==> config.mk <==
export PLATFORM = sky130hd
export DESIGN_NAME = core_ibex_dii_responder
export DESIGN_NICKNAME = d
export VERILOG_FILES = /design/src/rtl/core_ibex_dii_pkg.sv /design/src/rtl/core_ibex_dii_fifo.sv /design/src/rtl/core_ibex_dii_responder.sv
export SDC_FILE = /design/constraint.sdc
export NUM_CORES = 1
export LEC_CHECK = 0
export CORE_ASPECT_RATIO = 1.1
export CORE_MARGIN = 8
export CORE_UTILIZATION = 35
export DETAILED_ROUTE_END_ITERATION = 8
export PLACE_DENSITY = 0.62
export RECOVER_POWER = 25
export SYNTH_ARGS = -nofsm -noshare
export SYNTH_HDL_FRONTEND = slang
export SYNTH_SLANG_ARGS = --single-unit
==> constraint.sdc <==
create_clock -name clk -period 2.88 [get_ports clk]
set_input_delay 0.576 -clock clk [delete_from_list [all_inputs] [get_ports clk]]
set_output_delay 0.576 -clock clk [all_outputs]
set_load 0.02 [all_outputs]
==> src/rtl/core_ibex_dii_pkg.sv <==
// Shared types and default sizing for the DII responder slice.
package core_ibex_dii_pkg;

    typedef logic [31:0] dii_instr_t;

    localparam int unsigned DiiFifoDepthDefault   = 4;
    localparam int unsigned DiiMaxInflightDefault = 8;

endpackage

==> src/rtl/core_ibex_dii_fifo.sv <==
// Synchronous FIFO holding injected instruction words; flush empties it in one cycle.
module core_ibex_dii_fifo
    import core_ibex_dii_pkg::*;
#(
    parameter  int unsigned Depth = DiiFifoDepthDefault,
    localparam int unsigned AW    = $clog2(Depth)
) (
    input  logic        clk,
    input  logic        rst_n,
    input  logic        push_i,
    input  dii_instr_t  data_i,
    input  logic        pop_i,
    input  logic        flush_i,
    output dii_instr_t  data_o,
    output logic        full_o,
    output logic        empty_o,
    output logic [AW:0] level_o
);

    dii_instr_t      r_mem [Depth];
    logic [AW-1:0]   r_wptr;
    logic [AW-1:0]   r_rptr;
    logic [AW:0]     r_level;
    logic            w_push;
    logic            w_pop;

    assign full_o  = (r_level == (AW+1)'(Depth));
    assign empty_o = (r_level == (AW+1)'(0));
    assign level_o = r_level;
    assign data_o  = r_mem[r_rptr];
    assign w_push  = push_i && !full_o;
    assign w_pop   = pop_i && !empty_o;

    // Storage, pointers and fill level; pointers wrap naturally because Depth is a power of two.
    always_ff @(posedge clk or negedge rst_n) begin
        if (!rst_n) begin
            for (int i = 0; i < int'(Depth); i++) begin
                r_mem[i] <= 32'h0000_0000;
            end
            r_wptr  <= AW'(0);
            r_rptr  <= AW'(0);
            r_level <= (AW+1)'(0);
        end else if (flush_i) begin
            r_wptr  <= AW'(0);
            r_rptr  <= AW'(0);
            r_level <= (AW+1)'(0);
        end else begin
            if (w_push) begin
                r_mem[r_wptr] <= data_i;
                r_wptr        <= r_wptr + AW'(1);
            end
            if (w_pop) begin
                r_rptr <= r_rptr + AW'(1);
            end
            case ({w_push, w_pop})
                2'b10:   r_level <= r_level + (AW+1)'(1);
                2'b01:   r_level <= r_level - (AW+1)'(1);
                default: r_level <= r_level;
            endcase
        end
    end

endmodule

==> src/rtl/core_ibex_dii_responder.sv <==
// Answers the core's fetch bus from injected words, throttled by unretired-instruction count.
module core_ibex_dii_responder
    import core_ibex_dii_pkg::*;
#(
    parameter  int unsigned FifoDepth      = DiiFifoDepthDefault,
    parameter  int unsigned MaxOutstanding = 2,
    parameter  int unsigned MaxInflight    = DiiMaxInflightDefault,
    parameter  int unsigned StallTimeout   = 1000,
    localparam int unsigned IW             = $clog2(MaxInflight + 1)
) (
    input  logic          clk,
    input  logic          rst_n,
    input  logic          push_valid_i,
    input  logic [31:0]   push_data_i,
    output logic          push_ready_o,
    input  logic          instr_req_i,
    input  logic [31:0]   instr_addr_i,
    output logic          instr_gnt_o,
    output logic          instr_rvalid_o,
    output logic [31:0]   instr_rdata_o,
    output logic          instr_err_o,
    output logic          instr_ack_o,
    input  logic          rvfi_valid_i,
    input  logic          flush_i,
    output logic [31:0]   instr_in_o,
    output logic [31:0]   instr_out_o,
    output logic [IW-1:0] inflight_o,
    output logic          timeout_o,
    output logic          underflow_o
);

    localparam int unsigned OW = $clog2(MaxOutstanding + 1);
    localparam int unsigned SW = $clog2(StallTimeout + 1);
    localparam int unsigned LW = $clog2(FifoDepth) + 1;

    logic [OW-1:0] r_outstanding;
    logic [IW-1:0] r_inflight;
    logic [SW-1:0] r_stall_cnt;
    logic [31:0]   r_in_cnt;
    logic [31:0]   r_out_cnt;
    logic          r_timeout;
    logic          r_underflow;
    logic          r_rvalid;
    dii_instr_t    r_rdata;

    logic [OW-1:0] w_outstanding_nxt;
    logic [IW-1:0] w_inflight_nxt;
    logic [SW-1:0] w_stall_nxt;
    logic          w_timeout_nxt;
    logic          w_underflow_nxt;
    logic          w_full;
    logic          w_empty;
    logic          w_push;
    logic          w_serve;
    dii_instr_t    w_head;
    logic [LW-1:0] w_fifo_level;
    logic          w_unused;

    // Address and fill level are debug-only observations.
    assign w_unused = ^{instr_addr_i, w_fifo_level};

    assign push_ready_o   = !w_full && !flush_i;
    assign w_push         = push_valid_i && push_ready_o;
    assign instr_gnt_o    = instr_req_i && (r_outstanding < OW'(MaxOutstanding)) && !flush_i;
    assign w_serve        = (r_outstanding != OW'(0)) && !w_empty
                            && (r_inflight < IW'(MaxInflight)) && !flush_i;

    assign instr_rvalid_o = r_rvalid;
    assign instr_ack_o    = r_rvalid;
    assign instr_rdata_o  = r_rdata;
    assign instr_err_o    = 1'b0;
    assign instr_in_o     = r_in_cnt;
    assign instr_out_o    = r_out_cnt;
    assign inflight_o     = r_inflight;
    assign timeout_o      = r_timeout;
    assign underflow_o    = r_underflow;

    core_ibex_dii_fifo #(
        .Depth (FifoDepth)
    ) u_fifo (
        .clk     (clk),
        .rst_n   (rst_n),
        .push_i  (w_push),
        .data_i  (push_data_i),
        .pop_i   (w_serve),
        .flush_i (flush_i),
        .data_o  (w_head),
        .full_o  (w_full),
        .empty_o (w_empty),
        .level_o (w_fifo_level)
    );

    // Next values of the outstanding, inflight and stall trackers and the sticky flags.
    always_comb begin
        w_outstanding_nxt = r_outstanding;
        w_inflight_nxt    = r_inflight;
        w_stall_nxt       = r_stall_cnt;
        w_underflow_nxt   = r_underflow | (rvfi_valid_i && (r_inflight == IW'(0)));

        if (flush_i) begin
            w_outstanding_nxt = OW'(0);
        end else begin
            case ({instr_gnt_o, w_serve})
                2'b10:   w_outstanding_nxt = r_outstanding + OW'(1);
                2'b01:   w_outstanding_nxt = r_outstanding - OW'(1);
                default: w_outstanding_nxt = r_outstanding;
            endcase
        end

        // A retirement with nothing in flight is clamped at zero rather than wrapping.
        case ({w_serve, rvfi_valid_i})
            2'b10: w_inflight_nxt = r_inflight + IW'(1);
            2'b01: begin
                if (r_inflight == IW'(0)) begin
                    w_inflight_nxt = r_inflight;
                end else begin
                    w_inflight_nxt = r_inflight - IW'(1);
                end
            end
            default: w_inflight_nxt = r_inflight;
        endcase

        if ((r_outstanding != OW'(0)) && w_empty) begin
            if (r_stall_cnt == SW'(StallTimeout)) begin
                w_stall_nxt = r_stall_cnt;
            end else begin
                w_stall_nxt = r_stall_cnt + SW'(1);
            end
        end else begin
            w_stall_nxt = SW'(0);
        end

        w_timeout_nxt = r_timeout | (w_stall_nxt == SW'(StallTimeout));
    end

    // State registers and the one-cycle response stage.
    always_ff @(posedge clk or negedge rst_n) begin
        if (!rst_n) begin
            r_outstanding <= OW'(0);
            r_inflight    <= IW'(0);
            r_stall_cnt   <= SW'(0);
            r_in_cnt      <= 32'd0;
            r_out_cnt     <= 32'd0;
            r_timeout     <= 1'b0;
            r_underflow   <= 1'b0;
            r_rvalid      <= 1'b0;
            r_rdata       <= 32'h0000_0000;
        end else begin
            r_outstanding <= w_outstanding_nxt;
            r_inflight    <= w_inflight_nxt;
            r_stall_cnt   <= w_stall_nxt;
            r_timeout     <= w_timeout_nxt;
            r_underflow   <= w_underflow_nxt;
            r_rvalid      <= w_serve;
            if (w_serve) begin
                r_rdata <= w_head;
            end
            if (w_push) begin
                r_in_cnt <= r_in_cnt + 32'd1;
            end
            if (rvfi_valid_i) begin
                r_out_cnt <= r_out_cnt + 32'd1;
            end
        end
    end

endmodule
==> reports/summary.txt <==
GRT Residual Overflow: 0
Drt total wl: 24.2 mm
Placed cell count: 1334
Global-route wire length before repair: 39.6 mm
Commonest cells in the netlist: dfrtp_1 (250), mux2_2 (160), xnor2_1 (59)
Worst Max-Slew Pin Slew: 1720 ps
Syn Std Cell Area: 11000 um2
Post-Synthesis Net Count: 864
Num rows: 68
Setup ws final: 133 ps
Largest net degree at the start of global routing: 68
RSZ-0062 raised after global routing: no
TritonCTS clock tree: done
EDFF count, synth: 0
Post-route DRC violation count: 0
Critical path, cell by cell: or3b_4 > nor2b_1 > clkdlybuf4s50_1
Ant diodes: 0
RePlAce Congestion: 0.715
Critical path's slowest cell: clkdlybuf4s50_1
Reg clk slew, reported paths: 60 ps
CORE AREA: 31100 um2
Syn Inst Count: 784
CTS Hold Bufs: 0
Initial Util: 0.354
Leakage power: 6.05 nW
Setup Skew: 10.1 ps
Post-CTS Resized: 1
Failing checks: max-capacitance violations, max-slew violations
Top_reg_cell synth: dfrtp_1
CP startpoint kind: flop
Vias per Instance: 4.86
Ys async rst share: 1.00
Yosys warnings: 0
HP Class: flop to flop
Critical Path Fanout Max: 9
CP arrival: 2170 ps
Seq pwr share: 0.466
Total number of vias: 6710
Total CTS buffers: 28
Slew headroom: -0.150
Crit path max-delay family: simple AND/OR/NAND/NOR gates
Layout Cells excl Fill: 1381
Via count of the first global-routing pass: 7220
Antenna-violating nets left: 0
Clock root cell: clkbuf_16
Flops & latches, synth: 250
Final setup fails: 0
Final worst path period need: 2750 ps
Mux share of post-synthesis cell area: 0.233
Synth Area per Inst: 14.0 um2
CP Buf/Inv Count: 1
Pint: 7.78 mW
Area growth from synthesis to layout: 26.6%
Clock buffer depth: 3
Initial DRT Pass Iterations: 4
Largest family of logic cells by synthesized area: multiplexers
Post-synthesis sequential area ratio: 0.568
Number of library cell types mapped by synthesis: 51
Max-Cap Viols: 1
Synth area leader: dfrtp_1
Initial antenna violation count: 2
Initial DRC count: 270
CP required: 2300 ps
Final nets: 1024
Ratio of cells with drive above 1 in the final layout: 0.285
Power, Total: 10.6 mW
Psw: 2.83 mW
Die Width: 185 um
Die ar.: 37400 um2
H-tree lvl count: 1
Clock power frac: 0.320
Chip height: 202 um
Total setup buffers inserted after CTS: 0
Fmax: 364 MHz
Simple-gate portion of the synthesized area: 0.0870
Gr usage total: 0.130
Pins Over Slew Limit: 66
I/O pin total: 177
Synth Area in XOR/XNOR: 0.0660
WL per Instance: 17.5 um
Port bufs: 143
Post-DP HPWL: 15.9 mm
Worst-Skew Late Latency: 530 ps
Post-route clock period utilization: 0.954
Top-count cell post-synth: dfrtp_1
CTS Sinks: 250
Max VDD drop: 519 uV
Top-area cell type share of the netlist area: 0.568
Cell area power density: 762 nW/um2
Adder-cell share of the synthesized area: 0.0120
Main area contributors after synthesis: dfrtp_1 (57%), mux2_2 (16%), mux4_2 (6.5%)
Sw Ratio: 0.267
Crit. End Element: output pin
CP Class: flop to output pin
Post-synthesis compound-gate area fraction: 0.0120
Max incr delay on CP: 560 ps
Fin Setup TNS: 0 ps
Hold Violations, Final: 0
Combinational share of power: 0.214
Layout Utilization: 0.448
Status: finished with violations
Post-Place Setup Slack: 169 ps
[per-stage QoR]
stage | instance area, um2 | hold slack (ps)
floorplan | 11000 | 280
global placement | 13100 | 460
detailed placement | 13100 | 462
CTS | 14000 | 9.84
global route | 13900 | 497
finish | 13900 | 474
[cells by family (layout without fill, tap and decap cells)]
logic type | count (synthesis) | after routing
simple gates | 179 | 179
flops | 250 | 250
mux | 196 | 196
xor+xnor | 83 | 83
fa+ha+maj | 10 | 10
other cells | 1 | 1
buf+inv | 46 | 223
compound gates | 19 | 19
[per-layer routing]
| metal | share of wire | vias up | global-route usage |
|---|---|---|---|
| met5 | 0.00054 | - | 0 |
| met4 | 0.017 | 2 | 0.0292 |
| met3 | 0.062 | 41 | 0.0278 |
| met2 | 0.48 | 149 | 0.215 |
| met1 | 0.44 | 3416 | 0.171 |
| li1 | - | 3102 | - |
[registers in the layout (all words and copies together), names as in the netlist]
| signal | flops |
|---|---|
| underflow_o | 1 |
| r_outstanding | 2 |
| u_fifo.r_wptr | 2 |
| u_fifo.level_o | 3 |
| instr_in_o | 32 |
| u_fifo.r_mem | 128 |
| timeout_o | 1 |
| inflight_o | 4 |
| instr_ack_o | 1 |
| r_stall_cnt | 10 |
| instr_out_o | 32 |
| u_fifo.r_rptr | 2 |
| instr_rdata_o | 32 |
[area by class of cell]
cell class | count | area [um2]
fill | 2872 | 17200
tap | 420 | 526
clock buffer | 43 | 858
inverter | 9 | 33.8
sequential | 250 | 6260
clock inverter | 4 | 25.0
timing repair buffer | 167 | 1710
multi-input combinational | 488 | 4530
[final timing paths]
check	start	end	slack (ps)	depth (start not counted)
worst max-delay path	u_fifo.level_o[0]	push_ready_o	130	3
min in group asynchronous	rst_n	instr_rdata_o[25]	500	1
worst max register to register	u_fifo.level_o[0]	u_fifo.level_o[2]	500	9
worst min-delay path	instr_out_o[31]	instr_out_o[31]	470	1
worst min register to register	instr_out_o[31]	instr_out_o[31]	470	1
max in group asynchronous	rst_n	u_fifo.r_mem[8]	690	2
[power groups by stage]
stage               Combinational, mW  Clock (mW)  Sequential (mW)
CTS                              2.32        3.52             4.95
global route                     2.48        3.66             5.07
finish                           2.27        3.40             4.95
detailed placement               2.31           0             5.00
global placement                 2.26           0             4.97
floorplan                        1.27           0             5.07
[layout by cell type (no fill, tap or decap), types with 9 or more instances in the layout]
cell type        synthesis  layout
ha_1                     9       9
nand4_1                 17      17
dfrtp_1                250     248
inv_1                    9       9
clkdlybuf4s50_1          0     142
xnor2_1                 59      59
nand3_1                 24      24
nor2_1                  36      36
mux4_2                  32      32
xor2_1                  24      24
buf_4                   12      15
mux2_2                 160     160
nand2_1                 39      38
and3_1                  18      18
clkbuf_16                0      29
No activity file was read; power rests on OpenSTA's default activity.
